<file path="src/rtl/sipo_rx_pkg.sv">
// Shared types and constants for the framed serial receiver.
// Frame layout: one start bit, WIDTH data bits (LSB first), one stop bit.
package sipo_rx_pkg;

  typedef enum logic [1:0] {
    ST_IDLE  = 2'd0,
    ST_SHIFT = 2'd1,
    ST_STOP  = 2'd2
  } rx_state_t;

  localparam logic START_BIT = 1'b0;
  localparam logic STOP_BIT  = 1'b1;

  // Width of a counter that can hold the values 0..width.
  function automatic int cnt_w(input int width);
    return $clog2(width + 1);
  endfunction

endpackage

</file>
<file path="src/rtl/sipo_shift.sv">
// Serial-in/parallel-out shifter: new bits enter at the MSB and move toward
// bit 0, so the first bit shifted in finishes at q[0].
module sipo_shift #(
  parameter int WIDTH = 4
) (
  input  logic             clk,
  input  logic             reset,
  input  logic             shift_en,
  input  logic             serial_in,
  output logic [WIDTH-1:0] q
);

  // Shift register, cleared by reset.
  always_ff @(posedge clk) begin
    if (reset) begin
      q <= {WIDTH{1'b0}};
    end else if (shift_en) begin
      q <= {serial_in, q[WIDTH-1:1]};
    end else begin
      q <= q;
    end
  end

endmodule

</file>
<file path="src/rtl/sipo_rx_ctrl.sv">
// Frame controller: sequences sipo_shift through start/data/stop bits and
// hands completed words to a one-deep holding register with valid/ready.
module sipo_rx_ctrl
  import sipo_rx_pkg::*;
#(
  parameter int WIDTH = 4
) (
  input  logic             clk,
  input  logic             reset,
  input  logic             bit_en,
  input  logic             serial_in,
  input  logic             out_ready,
  input  logic             clr_ovr,
  output logic [WIDTH-1:0] data_out,
  output logic             data_valid,
  output logic             frame_err,
  output logic             overrun,
  output logic             busy
);

  localparam int CW = cnt_w(WIDTH);
  localparam logic [CW-1:0] CNT_LAST = CW'(WIDTH - 1);
  localparam logic [CW-1:0] CNT_MAX  = CW'(WIDTH);
  localparam logic [CW-1:0] CNT_ONE  = CW'(1);

  rx_state_t        state_r;
  logic [CW-1:0]    cnt_r;
  logic [WIDTH-1:0] shift_q_s;
  logic             shift_en_s;
  logic             stop_strobe_s;
  logic             good_s;
  logic             bad_s;
  logic             load_s;
  logic             drop_s;
  logic             accept_s;

  assign shift_en_s    = bit_en & (state_r == ST_SHIFT);
  assign stop_strobe_s = bit_en & (state_r == ST_STOP);
  assign good_s        = stop_strobe_s & (serial_in == STOP_BIT);
  assign bad_s         = stop_strobe_s & (serial_in != STOP_BIT);
  // A full holding register still takes a new word if the consumer drains it this cycle.
  assign load_s        = good_s & (~data_valid | out_ready);
  assign drop_s        = good_s & data_valid & ~out_ready;
  assign accept_s      = data_valid & out_ready;

  sipo_shift #(
    .WIDTH(WIDTH)
  ) u_shift (
    .clk      (clk),
    .reset    (reset),
    .shift_en (shift_en_s),
    .serial_in(serial_in),
    .q        (shift_q_s)
  );

  // Frame sequencer with bit counter and registered busy flag.
  always_ff @(posedge clk) begin
    if (reset) begin
      state_r <= ST_IDLE;
      cnt_r   <= {CW{1'b0}};
      busy    <= 1'b0;
    end else begin
      case (state_r)
        ST_IDLE: begin
          if (bit_en && (serial_in == START_BIT)) begin
            state_r <= ST_SHIFT;
            cnt_r   <= {CW{1'b0}};
            busy    <= 1'b1;
          end else begin
            state_r <= ST_IDLE;
            busy    <= 1'b0;
          end
        end
        ST_SHIFT: begin
          if (bit_en) begin
            if (cnt_r != CNT_MAX) begin
              cnt_r <= cnt_r + CNT_ONE;
            end else begin
              cnt_r <= cnt_r;
            end
            if (cnt_r == CNT_LAST) begin
              state_r <= ST_STOP;
            end else begin
              state_r <= ST_SHIFT;
            end
          end else begin
            state_r <= ST_SHIFT;
          end
          busy <= 1'b1;
        end
        ST_STOP: begin
          if (bit_en) begin
            state_r <= ST_IDLE;
            busy    <= 1'b0;
          end else begin
            state_r <= ST_STOP;
            busy    <= 1'b1;
          end
        end
        default: begin
          state_r <= ST_IDLE;
          cnt_r   <= {CW{1'b0}};
          busy    <= 1'b0;
        end
      endcase
    end
  end

  // Holding register and its valid flag.
  always_ff @(posedge clk) begin
    if (reset) begin
      data_out   <= {WIDTH{1'b0}};
      data_valid <= 1'b0;
    end else if (load_s) begin
      data_out   <= shift_q_s;
      data_valid <= 1'b1;
    end else if (accept_s) begin
      data_out   <= data_out;
      data_valid <= 1'b0;
    end else begin
      data_out   <= data_out;
      data_valid <= data_valid;
    end
  end

  // Error reporting: frame_err pulses, overrun is sticky with clear priority.
  always_ff @(posedge clk) begin
    if (reset) begin
      frame_err <= 1'b0;
      overrun   <= 1'b0;
    end else begin
      frame_err <= bad_s;
      if (clr_ovr) begin
        overrun <= 1'b0;
      end else if (drop_s) begin
        overrun <= 1'b1;
      end else begin
        overrun <= overrun;
      end
    end
  end

endmodule
</file>
<file path="config.mk">
export PLATFORM = sky130hd
export DESIGN_NAME = sipo_rx_ctrl
export DESIGN_NICKNAME = d
export VERILOG_FILES = /design/src/rtl/sipo_rx_pkg.sv /design/src/rtl/sipo_shift.sv /design/src/rtl/sipo_rx_ctrl.sv
export SDC_FILE = /design/constraint.sdc
export NUM_CORES = 1
export LEC_CHECK = 0
export ABC_AREA = 1
export CORE_MARGIN = 2
export CORE_UTILIZATION = 56
export CTS_BUF_LIST = sky130_fd_sc_hd__clkbuf_8
export DETAILED_ROUTE_END_ITERATION = 16
export MAX_ROUTING_LAYER = met4
export PLACE_DENSITY = 0.9
export SLEW_MARGIN = 20
export SYNTH_ARGS = -nofsm -noshare
export SYNTH_HDL_FRONTEND = slang
export SYNTH_SLANG_ARGS = --single-unit
export TNS_END_PERCENT = 50
</file>
<file path="constraint.sdc">
create_clock -name clk -period 2.16 [get_ports clk]
set_input_delay 0.432 -clock clk [delete_from_list [all_inputs] [get_ports clk]]
set_output_delay 0.432 -clock clk [all_outputs]
set_load 0.05 [all_outputs]
</file>
# --- Word level (Yosys, flattened, before mapping) ---
# Index checks and enable logic that the tools add are counted.
totals:
  reg_bits: 17
  latch_bits: 0
  mem_bits_rw: 0
  rom_bits: 0
  input_bits: 6
  output_inout_bits: 8
  word_cells: 48
  n_memories: 0
op_classes:
  addsub: 1
  n_mul: 0
  div: 0
  magnitude_cmp: 0
  n_eq_ne: 7
  shift: 0
  muxes: 14
  bitwise_logic: 13
  reduce_logical: 5
ops:
  columns: ["op", "n"]
  rows:
  - ["2-to-1 mux 3 bit", 3]
  - ["one-hot mux 3 bit (3 select lines)", 1]
  - ["AND 1 bit", 8]
  - ["2-to-1 mux 2 bit", 3]
  - ["one-hot mux 2 bit (3 select lines)", 1]
  - ["2-to-1 mux 1 bit", 5]
  - ["inequality test 2 bit, second input constant", 2]
  - ["inverter 1 bit", 4]
  - ["AND reduction 4 bit", 1]
  - ["adder 3 x 1 -> 3 bit, second input constant", 1]
  - ["== test 3 x 2 -> 1 bit, second input constant", 1]
  - ["inequality test 3 bit, second input constant", 1]
  - ["one-hot mux 1 bit (3 select lines)", 1]
  - ["== test 2 x 1 -> 1 bit, second input constant", 1]
  - ["== test 2 bit, second input constant", 1]
  - ["zero test 2 bit", 1]
  - ["inequality test 2 x 1 -> 1 bit, second input constant", 1]
  - ["nonzero test 2 bit", 1]
  - ["OR reduction 2 bit", 1]
  - ["logical AND 1 bit", 1]
  - ["OR 1 bit", 1]

# --- Depth between registers and ports, before layout ---
logic_depth:
  depth_word: 5
  mapped_depth: 7
  mapped_depth_nobuf: 7

# --- Hierarchy ---
# From an unflattened synthesis, not the netlist that was laid out.
hier_totals:
  hier_cells: 116
  hier_area_um2: 819.5
modules_own_cells:
  columns: ["module", "instances", "cells_per_inst", "area_per_inst_um2", "seq_area_each_um2"]
  rows:
  - ["sipo_rx_ctrl", 1, 90, 644.4, 260.2]
  - ["sipo_shift", 1, 26, 175.2, 80.1]

# --- Worst setup path after synthesis ---
# No wires, ideal clock.
synth_path:
  path_type: "register to register"
  start: "register data_valid"
  end: "register data_out[0]"
  setup_time_ns: 0.070
  arrival_time_ns: 1.157
  setup_slack_ns: 0.933
  stages_incl_launch_ff: 5
  path_buffers: 0
  synth_period_minus_slack_ns: 1.227
  cell_sequence: "dfxtp_1 > nand2_1 > nand2_2 > nand2_1 > a21oi_1"
synth_via:
  elab_chain_len: 3
synth_lines:
  columns: ["element", "line", "rtl"]
  rows:
  - ["start: declaration", "sipo_rx_ctrl.sv:15", "output logic data_valid,"]
  - ["start signal: assignment", "sipo_rx_ctrl.sv:122", "data_valid <= data_valid;"]
  - ["inverter 1 bit", "sipo_rx_ctrl.sv:42", "assign load_s = good_s & (~data_valid | out_ready);"]
  - ["OR 1 bit", "sipo_rx_ctrl.sv:42", null]
  - ["AND 1 bit", "sipo_rx_ctrl.sv:42", null]
  - ["end signal: assignment", "sipo_rx_ctrl.sv:112", "data_out <= {WIDTH{1'b0}};"]
  - ["end signal: assignment", "sipo_rx_ctrl.sv:115", "data_out <= shift_q_s;"]
  - ["end signal: assignment", "sipo_rx_ctrl.sv:118", "data_out <= data_out;"]
  - ["end: declaration", "sipo_rx_ctrl.sv:14", "output logic [WIDTH-1:0] data_out,"]
# Every way passes these cells.
# A chain may end at the register's enable or synchronous reset.

# --- Worst setup path after layout ---
layout_path:
  start: "register data_out[3]"
  end: "output data_out[3]"
# No word-level cell between the ends.

==> results.json <==
{
  "final_cell_mix": "17 x dfxtp_1, 14 x nand2_1, 13 x clkdlybuf4s50_1",
  "critPathKind": "reg -> out",
  "seqPwrFrac": 0.530,
  "synth_cell_types": 23,
  "antenna_found_initial": 0,
  "synth_top_cell_by_area": "dfxtp_1",
  "synth_mux_area_frac": 0,
  "clockRootBuffer": "clkbuf_8",
  "boundaryPins": 14,
  "slew_viol_final": 0,
  "drt_pass1_iterations": 4,
  "fin_area_um2": 936,
  "power_leakage_nw": 0.389,
  "port_buffers": 13,
  "n_antenna_cell": 0,
  "max-slew-margin-rel": 0.668,
  "async_flop_share": 0,
  "crit_buf_inv": 1,
  "placement.setup.worst_slack_ps": 508,
  "cts_tree": "yes",
  "initial_core_util": 0.582,
  "hold_path_class": "reg -> reg",
  "cts.sinks": 17,
  "fin_worst_skew_ps": 1.94,
  "max_cap_viol_count": 0,
  "post-cts-setup-buffer-count": 0,
  "std_cell_rows": 13,
  "yosys_warnings": 0,
  "finalNetCount": 118,
  "p_clk_frac": 0.378,
  "die-width_um": 40.3,
  "startpoint": "data_out[3]$_SDFFE_PP0P_",
  "num_vias": 664,
  "synthToLayoutAreaGrowth_pct": 26.8,
  "critPathMaxStageDelay_ps": 800,
  "die_h_um": 40.3,
  "ir_drop_uv": 463,
  "critPathTopFamily": "buffers and inverters",
  "synth_ff_type": "dfxtp_1",
  "setup_violations": 0,
  "synth_simple_gate_area_frac": 0.283,
  "max_clock_freq_mhz": 546,
  "crit_chain": "clkdlybuf4s50_1",
  "syn_inst": 91,
  "pwr_density_cell_nw_per_um2": 662,
  "synth_top_area_frac": 0.461,
  "routedWlPerCell_um": 12.1,
  "clk_pin_slew_worst_paths_ps": 60,
  "layout-drive-gt1-share": 0.120,
  "setup_tns_ps": 0,
  "period_minus_slack_ps": 1830,
  "ant_nets": 0,
  "syn_nets": 100,
  "p_sw_uw": 148,
  "p_sw_frac": 0.239,
  "numCtsBuffers": 3,
  "grt_pass1_wl_mm": 2.13,
  "via_per_inst": 5.40,
  "critPathRequiredTime_ps": 1730,
  "synth_area_um2": 738,
  "fin_crit_sh": 0.848,
  "p_int_uw": 471,
  "synth_top_family_by_area": "simple AND/OR/NAND/NOR gates",
  "grt_max_degree": 10,
  "yosys-top-cells-area": "dfxtp_1 46%, a21oi_1 7.5%, nand2_1 7.1%, nand3_1 5.4%, ha_1 5.1%",
  "endpoint_kind": "output port",
  "synth_area_per_cell_um2": 8.11,
  "grt_pass1_vias": 529,
  "layout_setup_ws_ps": 328,
  "final_cell_count_no_fill": 123,
  "grt_setup_unrepaired": "false",
  "cp_max_fo": 2,
  "finish.utilization": 0.738,
  "wirelength_mm": 1.49,
  "hold_buffers": 0,
  "clk_latency_ps": 250,
  "die-area_um2": 1620,
  "synth-edff-count": 0,
  "drc": 0,
  "r2r_start": "state_r[1]$_SDFF_PP0_",
  "overflow": 0,
  "synth_compound_gate_area_share": 0.144,
  "ys_seq_area_frac": 0.461,
  "drtIter0Drc": 10,
  "arrival_ps": 1400,
  "cpMaxStageDelayCell": "clkdlybuf4s50_1",
  "critPathLaunchType": "flip-flop",
  "tightest_slew_ps": 497,
  "fillerInstances": 97,
  "placed_cell_area_um2": 891,
  "p_comb_frac": 0.092,
  "core_um2": 1270,
  "outcome": "finished, final reports clean",
  "grt_use_total": 0.216,
  "cts_resized": 0,
  "hold_violations": 0,
  "synth-xor-area-share": 0,
  "final_common_cell": "dfxtp_1",
  "cts_buffer_depth": 2,
  "post-dp-hpwl_mm": 1.10,
  "placed_cells": 119,
  "ys_ff_latch": 17,
  "min_from": "overrun$_SDFFE_PP0P_",
  "place.gp.congestion": 0.879,
  "synth_fa_ha_area_frac": 0.0508,
  "htreeDepth": 1
}
==> stage by stage <==
| stage | hold WS, ps | power (mW) |
|---|---|---|
| floorplan | 445 | 0.369 |
| CTS | 470 | 0.617 |
| global placement | 447 | 0.388 |
| finish | 467 | 0.619 |
| global route | 482 | 0.640 |
| detailed placement | 460 | 0.391 |
==> synth_stat cells (2+ instances only) <==
cell type and n:
a21oi_1 11, dfxtp_1 17, ha_1 3, nand3_1 8, o21ai_0 2, nand2_1 14, nand2_2 2, inv_1 8
nor2_1 8, o21ai_1 2, inv_2 3, nand4_1 2
==> final cells by class <==
type | count | area (um2) | share of cell area
multi-input cells | 62 | 353 | 0.377
flip-flops and latches | 17 | 340 | 0.364
repair buffers | 14 | 138 | 0.147
clock buffers | 3 | 41.3 | 0.0441
inverters | 11 | 41.3 | 0.0441
well taps | 15 | 18.8 | 0.0201
clock inverters | 1 | 3.75 | 0.00401
==> metal layers <==
layer / vias up / global-route usage / share of wire
met2: 23 / 0.331 / 0.45
li1: 336 / - / -
met3: 7 / 0.0889 / 0.064
met5: - / - / 0
met1: 298 / 0.229 / 0.45
met4: 0 / 0.142 / 0.028
==> cell families (layout without fill, tap and decap cells) <==
family          after synthesis  count (layout)
fa+ha+maj                     3               3
simple gates                 40              40
compound gates               19              19
buf+inv                      12              29
flops                        17              17
==> registers in the layout, summed over array words and instances (netlist names) <==
signal / flops
data_out: 4
u_shift.q: 4
cnt_r: 3
state_r: 2
busy: 1
data_valid: 1
frame_err: 1
overrun: 1
==> power by group through the flow <==
stage	logic, mW	registers, mW	clock network, mW
CTS	0.0568	0.328	0.233
global placement	0.0541	0.334	0
floorplan	0.0306	0.338	0
global route	0.0630	0.329	0.248
detailed placement	0.0560	0.335	0
finish	0.0568	0.328	0.234
==> path summary, 6_finish.rpt <==
check                        endpoint  slack, ps  depth (start not counted)
max reg2reg  data_out[3]$_SDFFE_PP0P_       1010                          5
min              overrun$_SDFFE_PP0P_        470                          1
max                       data_out[3]        330                          1
min reg2reg      overrun$_SDFFE_PP0P_        470                          1
Power figures use the tool's default switching activity.
